--- config.mk ---
export PLATFORM = sky130hd
export DESIGN_NAME = demux4_trunc_flat
export DESIGN_NICKNAME = d
export VERILOG_FILES = /design/src/rtl/demux4_trunc_if.sv /design/src/rtl/demux4_trunc.sv /design/src/flat_wrapper.sv
export SDC_FILE = /design/constraint.sdc
export NUM_CORES = 1
export LEC_CHECK = 0
export CAP_MARGIN = 20
export CORE_MARGIN = 2
export CORE_UTILIZATION = 44
export DETAILED_ROUTE_END_ITERATION = 7
export PLACE_DENSITY = 0.78
export SYNTH_ARGS = -nofsm -noshare
export SYNTH_HDL_FRONTEND = slang
export SYNTH_SLANG_ARGS = --single-unit
export TNS_END_PERCENT = 30
--- constraint.sdc ---
create_clock -name clk -period 2.5 [get_ports clk]
set_clock_uncertainty 0.1 [all_clocks]
set_input_delay 0.25 -clock clk [delete_from_list [all_inputs] [get_ports clk]]
set_output_delay 0.25 -clock clk [all_outputs]
set_load 0.03 [all_outputs]
--- src/rtl/demux4_trunc_if.sv ---
// Handshake bundle for the 1-to-4 narrowing demultiplexer: one 8-bit
// source port and four sink ports of 4, 6, 7 and 8 bits.
interface demux4_trunc_if;
    logic [7:0] in_data;
    logic [1:0] in_sel;
    logic       in_valid;
    logic       in_ready;

    logic [3:0] a_data;
    logic [5:0] b_data;
    logic [6:0] c_data;
    logic [7:0] d_data;
    logic       a_valid;
    logic       b_valid;
    logic       c_valid;
    logic       d_valid;
    logic       a_ready;
    logic       b_ready;
    logic       c_ready;
    logic       d_ready;

    // Producer and sink side (drives source word, accepts channel words).
    modport master (
        output in_data, in_sel, in_valid,
        input  in_ready,
        input  a_data, b_data, c_data, d_data,
        input  a_valid, b_valid, c_valid, d_valid,
        output a_ready, b_ready, c_ready, d_ready
    );

    // Demultiplexer side.
    modport slave (
        input  in_data, in_sel, in_valid,
        output in_ready,
        output a_data, b_data, c_data, d_data,
        output a_valid, b_valid, c_valid, d_valid,
        input  a_ready, b_ready, c_ready, d_ready
    );
endinterface

--- src/rtl/demux4_trunc.sv ---
// Registered 1-to-4 demultiplexer. Each sink owns a one-entry register;
// the source is stalled only by the selected channel. Words narrowed with
// non-zero upper bits raise a one-cycle trunc pulse and bump a saturating
// counter, but are still delivered with their low bits.
module demux4_trunc #(
    parameter int CNT_W = 8
) (
    input  logic             clk,
    input  logic             rst,
    demux4_trunc_if.slave    bus,
    output logic             trunc,
    output logic [CNT_W-1:0] trunc_cnt
);

    logic [3:0]       a_data_r;
    logic [5:0]       b_data_r;
    logic [6:0]       c_data_r;
    logic [7:0]       d_data_r;
    logic [3:0]       valid_r;      // bit 0 = a ... bit 3 = d
    logic             trunc_r;
    logic [CNT_W-1:0] cnt_r;

    logic [3:0]       ready_s;
    logic [3:0]       load_s;
    logic [3:0]       drain_s;
    logic             sel_full_s;
    logic             sel_ready_s;
    logic             in_ready_s;
    logic             accept_s;
    logic             lost_s;

    // True when narrowing the word for the given channel drops a set bit.
    function automatic logic lost_bits(input logic [7:0] data, input logic [1:0] sel);
        logic lost;
        case (sel)
            2'b00:   lost = |data[7:4];
            2'b01:   lost = |data[7:6];
            2'b10:   lost = data[7];
            2'b11:   lost = 1'b0;
            default: lost = 1'b0;
        endcase
        return lost;
    endfunction

    // Source handshake, per-channel load/drain strobes and truncation detect.
    always_comb begin
        ready_s     = {bus.d_ready, bus.c_ready, bus.b_ready, bus.a_ready};
        sel_full_s  = valid_r[bus.in_sel];
        sel_ready_s = ready_s[bus.in_sel];
        in_ready_s  = ~rst & (~sel_full_s | sel_ready_s);
        accept_s    = bus.in_valid & in_ready_s;
        load_s      = 4'b0000;
        if (accept_s) begin
            load_s[bus.in_sel] = 1'b1;
        end else begin
            load_s = 4'b0000;
        end
        drain_s = valid_r & ready_s;
        lost_s  = accept_s & lost_bits(bus.in_data, bus.in_sel);
    end

    // Channel full flags: a load wins over a same-cycle drain.
    always_ff @(posedge clk or posedge rst) begin
        if (rst) begin
            valid_r <= 4'b0000;
        end else begin
            valid_r <= load_s | (valid_r & ~drain_s);
        end
    end

    // Channel data registers change only when their channel loads.
    always_ff @(posedge clk or posedge rst) begin
        if (rst) begin
            a_data_r <= 4'h0;
            b_data_r <= 6'h00;
            c_data_r <= 7'h00;
            d_data_r <= 8'h00;
        end else begin
            if (load_s[0]) a_data_r <= bus.in_data[3:0];
            if (load_s[1]) b_data_r <= bus.in_data[5:0];
            if (load_s[2]) c_data_r <= bus.in_data[6:0];
            if (load_s[3]) d_data_r <= bus.in_data[7:0];
        end
    end

    // Truncation pulse and saturating counter; the pulse keeps firing after saturation.
    always_ff @(posedge clk or posedge rst) begin
        if (rst) begin
            trunc_r <= 1'b0;
            cnt_r   <= {CNT_W{1'b0}};
        end else begin
            trunc_r <= lost_s;
            if (lost_s && (cnt_r != {CNT_W{1'b1}})) begin
                cnt_r <= cnt_r + CNT_W'(1'b1);
            end
        end
    end

    assign bus.in_ready = in_ready_s;
    assign bus.a_data   = a_data_r;
    assign bus.b_data   = b_data_r;
    assign bus.c_data   = c_data_r;
    assign bus.d_data   = d_data_r;
    assign bus.a_valid  = valid_r[0];
    assign bus.b_valid  = valid_r[1];
    assign bus.c_valid  = valid_r[2];
    assign bus.d_valid  = valid_r[3];
    assign trunc        = trunc_r;
    assign trunc_cnt    = cnt_r;

endmodule

--- src/flat_wrapper.sv ---
// flat-port wrapper written by rule: the top's interface ports become plain ports
module demux4_trunc_flat 
#(
    parameter int CNT_W = 8
)
  (clk, rst, trunc, trunc_cnt, bus_in_data, bus_in_sel, bus_in_valid, bus_in_ready, bus_a_data, bus_b_data, bus_c_data, bus_d_data, bus_a_valid, bus_b_valid, bus_c_valid, bus_d_valid, bus_a_ready, bus_b_ready, bus_c_ready, bus_d_ready);
  demux4_trunc_if bus_i ();
  input  logic clk;
  input  logic rst;
  output logic trunc;
  output logic [CNT_W-1:0] trunc_cnt;
  input wire logic [$bits(bus_i.in_data)-1:0] bus_in_data;
  input wire logic [$bits(bus_i.in_sel)-1:0] bus_in_sel;
  input wire logic [$bits(bus_i.in_valid)-1:0] bus_in_valid;
  output wire logic [$bits(bus_i.in_ready)-1:0] bus_in_ready;
  output wire logic [$bits(bus_i.a_data)-1:0] bus_a_data;
  output wire logic [$bits(bus_i.b_data)-1:0] bus_b_data;
  output wire logic [$bits(bus_i.c_data)-1:0] bus_c_data;
  output wire logic [$bits(bus_i.d_data)-1:0] bus_d_data;
  output wire logic [$bits(bus_i.a_valid)-1:0] bus_a_valid;
  output wire logic [$bits(bus_i.b_valid)-1:0] bus_b_valid;
  output wire logic [$bits(bus_i.c_valid)-1:0] bus_c_valid;
  output wire logic [$bits(bus_i.d_valid)-1:0] bus_d_valid;
  input wire logic [$bits(bus_i.a_ready)-1:0] bus_a_ready;
  input wire logic [$bits(bus_i.b_ready)-1:0] bus_b_ready;
  input wire logic [$bits(bus_i.c_ready)-1:0] bus_c_ready;
  input wire logic [$bits(bus_i.d_ready)-1:0] bus_d_ready;
  assign bus_i.in_data = bus_in_data;
  assign bus_i.in_sel = bus_in_sel;
  assign bus_i.in_valid = bus_in_valid;
  assign bus_in_ready = bus_i.in_ready;
  assign bus_a_data = bus_i.a_data;
  assign bus_b_data = bus_i.b_data;
  assign bus_c_data = bus_i.c_data;
  assign bus_d_data = bus_i.d_data;
  assign bus_a_valid = bus_i.a_valid;
  assign bus_b_valid = bus_i.b_valid;
  assign bus_c_valid = bus_i.c_valid;
  assign bus_d_valid = bus_i.d_valid;
  assign bus_i.a_ready = bus_a_ready;
  assign bus_i.b_ready = bus_b_ready;
  assign bus_i.c_ready = bus_c_ready;
  assign bus_i.d_ready = bus_d_ready;
  demux4_trunc #(.CNT_W(CNT_W)) u_core (.clk(clk), .rst(rst), .bus(bus_i), .trunc(trunc), .trunc_cnt(trunc_cnt));
endmodule
### Word level (Yosys, flattened, before mapping)

Index checks and enable logic that the tools add are counted.
W data, S select, Z words.

| storage, ports and cells | value |
|---|---|
| logic and storage cells | 37 |
| output and inout bits | 39 |
| register bits after elaboration | 38 |
| input port bits | 17 |

| cells by class | value |
|---|---|
| equality and inequality tests | 4 |
| $add $sub $neg | 1 |
| reductions and logical operators | 5 |
| magnitude comparators | 2 |
| muxes and demuxes | 8 |
| bitwise gates (word level) | 10 |

Operators with widths:

| operator | count |
|---|---|
| $add A8 B1 Y8 const B | 1 |
| $and A4 B4 Y4 | 2 |
| $ne A8 B8 Y1 const B | 1 |
| $bmux W1 S2 | 2 |
| $eq A2 B2 Y1 const B | 2 |
| $mux W4 | 1 |
| $not A4 Y4 | 1 |
| $or A4 B4 Y4 | 1 |
| $pmux W1 S4 | 1 |
| $reduce_or A4 Y1 | 1 |
| $and A1 B1 Y1 | 3 |
| $lt A2 B3 Y1 const B | 1 |
| $mux W1 | 3 |
| $demux W1 S2 | 1 |
| $eq A2 B1 Y1 const B | 1 |
| $ge A2 B1 Y1 const B | 1 |
| $logic_and A1 B1 Y1 | 2 |
| $logic_not A2 Y1 | 1 |
| $not A1 Y1 | 2 |
| $reduce_or A2 Y1 | 1 |
| $or A1 B1 Y1 | 1 |

### Longest topological paths before layout

| depth | value |
|---|---|
| depth in word-level cells | 8 |
| depth in mapped cells | 7 |
| depth with buffers taken out | 5 |

### Worst setup path after synthesis

No wires, ideal clock.

| path | value |
|---|---|
| path kind | reg2reg |
| from | register u_core.valid_r[3] |
| to | register u_core.cnt_r[6], in the netlist u_core.trunc_cnt[6] |
| slack | 0.531 ns |
| clock period less this slack | 1.969 ns |
| cell stages (with the launch flop) | 7 |
| library setup time | 0.128 ns |
| data arrival time | 1.741 ns |
| cell sequence | dfrtp_1 nand2b_1 mux4_2 o311a_1 buf_6 nand4_1 mux2_1 |

| on the way | value |
|---|---|
| word-level cells in the longest chain between the ends | 8 |

RTL lines:

| what | line | source |
|---|---|---|
| from (decl) | demux4_trunc.sv:19 | `logic [3:0] valid_r;` |
| from (signal assigned) | demux4_trunc.sv:67 | `valid_r <= load_s \| (valid_r & ~drain_s);` |
| $bmux W1 S2 | demux4_trunc.sv:48 | `sel_full_s = valid_r[bus.in_sel];` |
| $mux W1 (implied by the code) | demux4_trunc.sv:48 |  |
| $not A1 Y1 | demux4_trunc.sv:50 | `in_ready_s = ~rst & (~sel_full_s \| sel_ready_s);` |
| $or A1 B1 Y1 | demux4_trunc.sv:50 |  |
| $and A1 B1 Y1 | demux4_trunc.sv:50 |  |
| $and A1 B1 Y1 | demux4_trunc.sv:51 | `accept_s = bus.in_valid & in_ready_s;` |
| $and A1 B1 Y1 | demux4_trunc.sv:59 | `lost_s = accept_s & lost_bits(bus.in_data, bus.in_sel);` |
| net u_core.lost_s | demux4_trunc.sv:30 | `logic lost_s;` |
| $logic_and A1 B1 Y1 | demux4_trunc.sv:93 | `if (lost_s && (cnt_r != {CNT_W{1'b1}})) begin` |
| to (signal assigned) | demux4_trunc.sv:90 | `cnt_r <= {CNT_W{1'b0}};` |
| to (signal assigned) | demux4_trunc.sv:94 | `cnt_r <= cnt_r + CNT_W'(1'b1);` |
| to (decl) | demux4_trunc.sv:21 | `logic [CNT_W-1:0] cnt_r;` |

The timed path passes the listed nets, and every way through them passes these cells. The select of a mux whose other input is x is not followed.
A chain may end at the register's enable or synchronous reset.

### Final worst setup path

| path | value |
|---|---|
| from | input port bus_in_sel[0] |
| to | output port bus_in_ready |

| on the way | value |
|---|---|
| word-level cells in the longest chain between the ends | 5 |
| elaborated cells between the ends (all ways) | 7 |

RTL lines:

| what | line | source |
|---|---|---|
| from (decl) | flat_wrapper.sv:13 | `input wire logic [$bits(bus_i.in_sel)-1:0] bus_in_sel;` |
| $bmux W1 S2 | demux4_trunc.sv:48 |  |
| $mux W1 (implied by the code) | demux4_trunc.sv:48 |  |
| $not A1 Y1 | demux4_trunc.sv:50 |  |
| $or A1 B1 Y1 * | demux4_trunc.sv:50 |  |
| $and A1 B1 Y1 * | demux4_trunc.sv:50 |  |
| to (decl) | flat_wrapper.sv:15 | `output wire logic [$bits(bus_i.in_ready)-1:0] bus_in_ready;` |

Mark *: on every way between the ends. The rest lies on a longest branch, timed or not. The select of a mux whose other input is x is not followed.

==> impl_results.md <==
- Ports: 56
- CP Buf/Inv Count: 2
- Yosys Warn Count: 0
- Register area share after synthesis: 0.5891
- Crit Path Category: input port to primary output
- Die Span X: approximately 65 um
- Port buffer count: 55
- Post-CTS Setup Repair Bufs: 0
- Post-synthesis area per instance: 13.80 sq um
- P_int: between 1 and 1.5 mW
- Number of synthesized flops with an enable pin: 0
- Final Hold Viols: 0
- Pre-Repair DR Iteration Count: 4
- CTS tree: done
- Via density per instance: 5.210
- FF-to-FF setup slack: 600 ps
- Number of gates resized after cts: 0
- Die area: 4169 sq um
- Switching portion of total power: 0.3520
- Post-synth top flop: dfrtp_1
- Reg2reg path depth: 5
- Psw: 0.7192 mW
- Top cells by area, synth: dfrtp_1 (59%), mux2_2 (17%), nand2b_1 (3.1%), xnor2_1 (2.2%), mux2_1 (2.1%)
- Max_slew headroom: 0.6887
- Synth Area in Compound Gates: 0.01550
- RSZ-0062 raised after global routing: false
- Largest family of logic cells by synthesized area: multiplexers
- Crit end category: primary output
- Final Non-Filler Cells: 229
- Placer Congestion: 0.7675
- Root Buffer: clkbuf_8
- Slowest-stage cell, CP: clkdlybuf4s50_1
- Initial DRC count: 62
- Share of layout cells above drive strength 1: 0.2376
- Largest stage delay on the critical path: ~600 ps
- Maximum VDD drop: 0.4370 mV
- Initial Util: 0.4476
- P&R area growth vs syn: 43.72%
- Netlist cell types: 23
- Drc violations: 0
- All-Layer GR Usage: 0.1886
- DR WL/cell: about 15 um
- Synth Net Count: 135
- Leakage power: 0.9986 nW
- Clock power share: 0.201
- Top-area cell type share of the netlist area: 0.5891
- Seq pwr share: 0.414
- CTS clk-pin slew, worst paths: about 70 ps
- Vias in the first global route: 1,253
- Slew @ Worst Pin: between 400 and 500 ps
- Initial antenna violation count: 0
- Asr flop ratio synth: 1.000
- FF-to-FF Start: u_core.valid_r[3]
- Most common cell in the netlist: dfrtp_1
- Critical Path Source Type: input port
- Inserted Clock Buffers: 5
- FMAX: 477.5 MHz
- Clock sink count: 38
- Fin crit share: 0.8376
- WL final: 3547 um
- Max-Cap Viols: 0
- Required @ worst endpoint: 2150 ps
- Crit path cell chain: clkdlybuf4s50_1 -> mux4_2 -> and2_1 -> buf_4
- Mapped cell area: 1614 sq um
- Clk buf depth: 2
- H-Tree Depth: 2
- Crit-path leading delay family: buffers and inverters
- FP Rows: 22
- Clock latency on the worst-skew pair: 290 ps
- Combinational power share: 0.385
- PwrDens: 880.8 nW/um^2
- Largest net degree at the start of global routing: 39
- Final setup violation count: 0
- Synth Area in Adders: 0.007752
- Antenna Nets Post-Route: 0
- Worst r2r dst: u_core.trunc_cnt[6]
- Sum Neg Setup Slack: 0 ps
- First-pass GRT wire length: 5837 um
- Nets@finish: 200
- DR vias: approximately 1,200
- Total gr overflow: 0
- DP HPWL: 2667 um
- Diodes inserted: 0
- Post-synth top cells: dfrtp_1 (38), mux2_2 (25), nand2b_1 (8)
- #FFs+latches synth: 38
- Post-synthesis xor/xnor area fraction: 0.02171
- Simple-gate share of the synthesized area: 0.1403
- Cts hold-fix bufs: 0
- Slew Viols, Final: 0
- Outcome: complete, no violations
- WP data arrival: between 1500 and 2000 ps
- Max FO, Critical Path: 5
- Post-Place Cells: 223
- Post-synthesis mux area share: 0.2093
- Hold WC Path Type: input port to async pin
- Min Tclk post-route: 2094 ps
- Core area: 3606 sq um
- Die Height: 64.57 um
- Area leader, netlist: dfrtp_1
- Mapped Cells: between 100 and 150
[power groups by stage]
stage	logic (mW)	registers [mW]	clock network, mW
after floorplan	0.178	1.11	0
after global placement	0.776	0.849	0
after detailed placement	0.793	0.858	0
after CTS	0.796	0.847	0.428
after global routing	0.829	0.864	0.451
final	0.787	0.846	0.410
[layout by cell type (no fill, tap or decap), types with 5 or more instances in the layout]
cell type and count:
clkdlybuf4s50_1 54, nand2_1 5, clkbuf_8 6, buf_4 6, dfrtp_1 38, mux2_2 25
nand2b_1 8
[metrics by stage]
step | hold slack [ps] | worst slack, ps | area, sq um | util | total power, mW
3_5_place_dp | 385.5 | 168.1 | 2237 | 0.6204 | 1.651
3_3_place_gp | 385.0 | 268.4 | 2237 | 0.6204 | 1.625
6_report | 353.1 | 405.9 | 2320 | 0.6433 | 2.043
2_1_floorplan | 300.6 | 531.5 | 1614 | - | 1.288
5_1_grt | 397.1 | 371.5 | 2320 | 0.6433 | 2.144
4_1_cts | 355.0 | 416.7 | 2320 | 0.6433 | 2.071
[worst max path at each step]
stage / startpoint / end / slack [ps] / depth (start not counted)
floorplan: u_core.valid_r[3] / u_core.trunc_cnt[6] / 530 / 6
global placement: bus_in_sel[0] / u_core.trunc_cnt[6] / 270 / 5
detailed placement: bus_in_sel[0] / u_core.trunc_cnt[6] / 170 / 5
CTS: bus_in_sel[0] / bus_in_ready / 420 / 4
global route: bus_in_sel[0] / bus_in_ready / 370 / 4
finish: bus_in_sel[0] / bus_in_ready / 410 / 4
[tightest hold or removal path, stage by stage]
cell and delay [ps]:
clkdlybuf4s50_1 440, inv_1 80, buf_4 410
[cell families after synthesis]
logic type | Yosys count
and+or+nand+nor | 38
DFF | 38
muxes | 29
AOI/OAI and AO/OA | 4
xor gates and xnor gates | 4
buffers and inverters | 3
adders and majority gates | 1
[per-layer routing]
metal | vias up | share of wire | GRT usage
li1 | 540 | - | -
met1 | 603 | 0.43 | 0.2217
met2 | 43 | 0.50 | 0.3203
met3 | 7 | 0.060 | 0.06771
met4 | 0 | 0.017 | 0.06383
met5 | - | 0 | 0
[flip-flops by register name, summed over array words and instances (netlist names)]
name               flops
u_core.bus.a_data      4
u_core.bus.b_data      6
u_core.bus.c_data      7
u_core.bus.d_data      8
u_core.trunc           1
u_core.trunc_cnt       8
u_core.valid_r         4
[area by class of cell]
class | count | area [sq um]
fill | 294 | 1286
timing repair buffer | 60 | 585.6
clock buffer | 6 | 82.58
inverter | 1 | 3.754
tap | 48 | 60.06
sequential | 38 | 950.9
multi-input combinational | 76 | 636.9
Power figures use the tool's default switching activity.
==> RTL change: new RTL, config.mk and constraints unchanged <==
`CNT_W` is set to 8 in 2 places; all go to 12.
--- a/src/rtl/demux4_trunc.sv
+++ b/src/rtl/demux4_trunc.sv
@@ -4,5 +4,5 @@
 // counter, but are still delivered with their low bits.
 module demux4_trunc #(
-    parameter int CNT_W = 8
+    parameter int CNT_W = 12
 ) (
     input  logic             clk,
--- a/src/flat_wrapper.sv
+++ b/src/flat_wrapper.sv
@@ -2,5 +2,5 @@
 module demux4_trunc_flat 
 #(
-    parameter int CNT_W = 8
+    parameter int CNT_W = 12
 )
   (clk, rst, trunc, trunc_cnt, bus_in_data, bus_in_sel, bus_in_valid, bus_in_ready, bus_a_data, bus_b_data, bus_c_data, bus_d_data, bus_a_valid, bus_b_valid, bus_c_valid, bus_d_valid, bus_a_ready, bus_b_ready, bus_c_ready, bus_d_ready);
Ports: changed (resized trunc_cnt); port bits go from 56 to 60. No check against the original RTL was run, so the function may have changed too.
==> RTL change against the unedited design <==
  * Count of clock-buffer cells in the layout did not move
  * Critical path depth grew 1
  * Synthesized area rose by 15%
  * Via count increased by 12%
  * First-iteration DRC count rose by 79%
  * Setup slack improved by 0.048 ns
  * Cell count is 11% higher
  * Non-clock buffer count grew 4
  * Design area rose by 12%
  * Sequential cell count increased by 4
  * Fmax grew 2.3%
  * Wire length is 13% higher
  * Highest routed layer unchanged
  * Power increased by 4.7%
==> RTL change: results (changes against the unedited design) <==
worstHoldPathType: "input port to asynchronous set/reset pin"
grt_max_degree: 43  # +10%
grt_pass1_wl_um: 6320  # +8.3%
setup.worst_path.start: "bus_d_ready"
routabilityCongestion: 0.900  # +17%
rr_worst_depth: 5  # unchanged
fin_area_um2: 2600  # +12%
cts_setup_buffers: 0  # unchanged
ys_seq_area_share_pct: 56.8  # -2.1 points
htree_levels: 2  # unchanged
ys_types: 31  # +35%
cts-root-buf: "clkbuf_8"
wirelength_um: 4020  # +13%
clk_pin_slew_ns: 0.08
clock_latency_ns: 0.29  # about the same
p_leak_nw: 1.11  # +11%
yosys-top-cells-count: "42 x dfrtp_1, 26 x mux2_2, 7 x nand2_1, 7 x nand2b_1, 7 x nand4_1"
synth_edf_count: 0  # unchanged
cts_buffers: 5  # unchanged
antenna_found_initial: 0  # unchanged
worst_slew_pin_slew_ns: 0.515  # +0.0478 ns
syn_nets: 154  # +14%
final_nets: 222  # +11%
synth_area_leaders: "dfrtp_1 57%, mux2_2 16%, xnor2_1 2.8%"
placed_cells_incl_taps: 247  # +11%
io_buffers: 59  # +7.3%
ys_warn_count: 0  # unchanged
peakVddDrop_mv: 0.658  # +51%
largest_reg_flops: 12
dp_slack_ns: 0.249  # +0.0810 ns
cts_resized: 0  # unchanged
first_iter_violations: 111  # +79%
dp_hpwl_um: 3000  # +12%
crit_arrival_ns: 1.70  # -0.04 ns
outcome: "complete, no violations"
placed_area_um2: 2500  # +12%
first_global_vias: 1355  # +8.1%
r2r_start: "u_core.trunc_cnt[2]"
synthArstFlopShare_pct: 100  # unchanged
detail_route.first_pass.iterations: 4  # unchanged
cts_max_path_buffers: 2  # unchanged
reg2reg_slack_ns: 0.51  # -0.09 ns
nFillCells: 294  # unchanged
r2r-end: "u_core.trunc_cnt[1]"
path_max_fanout: 3  # -2
whs_ns: 0.335  # -0.0177 ns
synthCells: 136  # +16%
wl_per_cell_um: 15.8  # +1.8%
n_antenna_cell: 0  # unchanged
vias: 1331  # +12%
drive_above_1_share_pct: 25.4  # +1.6 points
grt.total_usage_pct: 18.6  # -0.27 points
==> RTL change: changes by cell type in the layout (fill, tap and decap cells not counted), sizes merged, moves of 2 or more <==
cell           change
nand2              +2
nand3              +3
nand4              +3
xnor2              +2
inv                +4
nor2b              -3
clkdlybuf4s50      +4
and3               -2
dfrtp              +4
==> RTL change: layout make-up <==
type                            instances  area [um^2]  area share (%)
Timing Repair Buffer                   64          626            24.1
Clock inverter                          2         12.5           0.481
Clock buffer                            6         82.6            3.18
Tap cell                               50         62.6            2.41
Multi-Input combinational cell         86          746            28.7
Sequential cell                        42         1050            40.4
Inverter                                5         18.8           0.722
==> RTL change: power breakdown <==
part | switching, mW | internal [mW]
sequential | 0.0958 | 0.809
clock | 0.225 | 0.222
combinational | 0.420 | 0.366
==> RTL change: per-layer routing <==
metal	vias to the layer above	routed length, um	track usage (%)
met4	0	71	8.58
met2	65	1850	29.7
li1	622	-	-
met3	7	345	6.49
met5	-	0	0
met1	637	1760	22.6
==> RTL change: cell families after synthesis <==
logic type	share of synthesized area [%]
adder cells (fa/ha/maj)	0.676
AO/OA/AOI/OAI	3.99
buffers and inverters	2.84
flip-flops	56.8
XOR/XNOR	2.84
AND/OR/NAND/NOR	13.7
multiplexers	19.1
==> RTL change: worst max-delay path, cell delays in order <==
cell and delay, ns:
clkdlybuf4s50_1 0.40, nand2b_1 0.18, mux4_2 0.52, and2_1 0.18
buf_4 0.16
==> RTL change: worst max-delay path by stage <==
stage | cells past startpoint | slack, ns | to
floorplan | 6 | 0.48 | u_core.trunc_cnt[1]
global placement | 6 | 0.31 | u_core.trunc_cnt[10]
detailed placement | 6 | 0.25 | u_core.trunc_cnt[4]
CTS | 5 | 0.44 | bus_in_ready
global route | 5 | 0.38 | bus_in_ready
finish | 5 | 0.45 | bus_in_ready
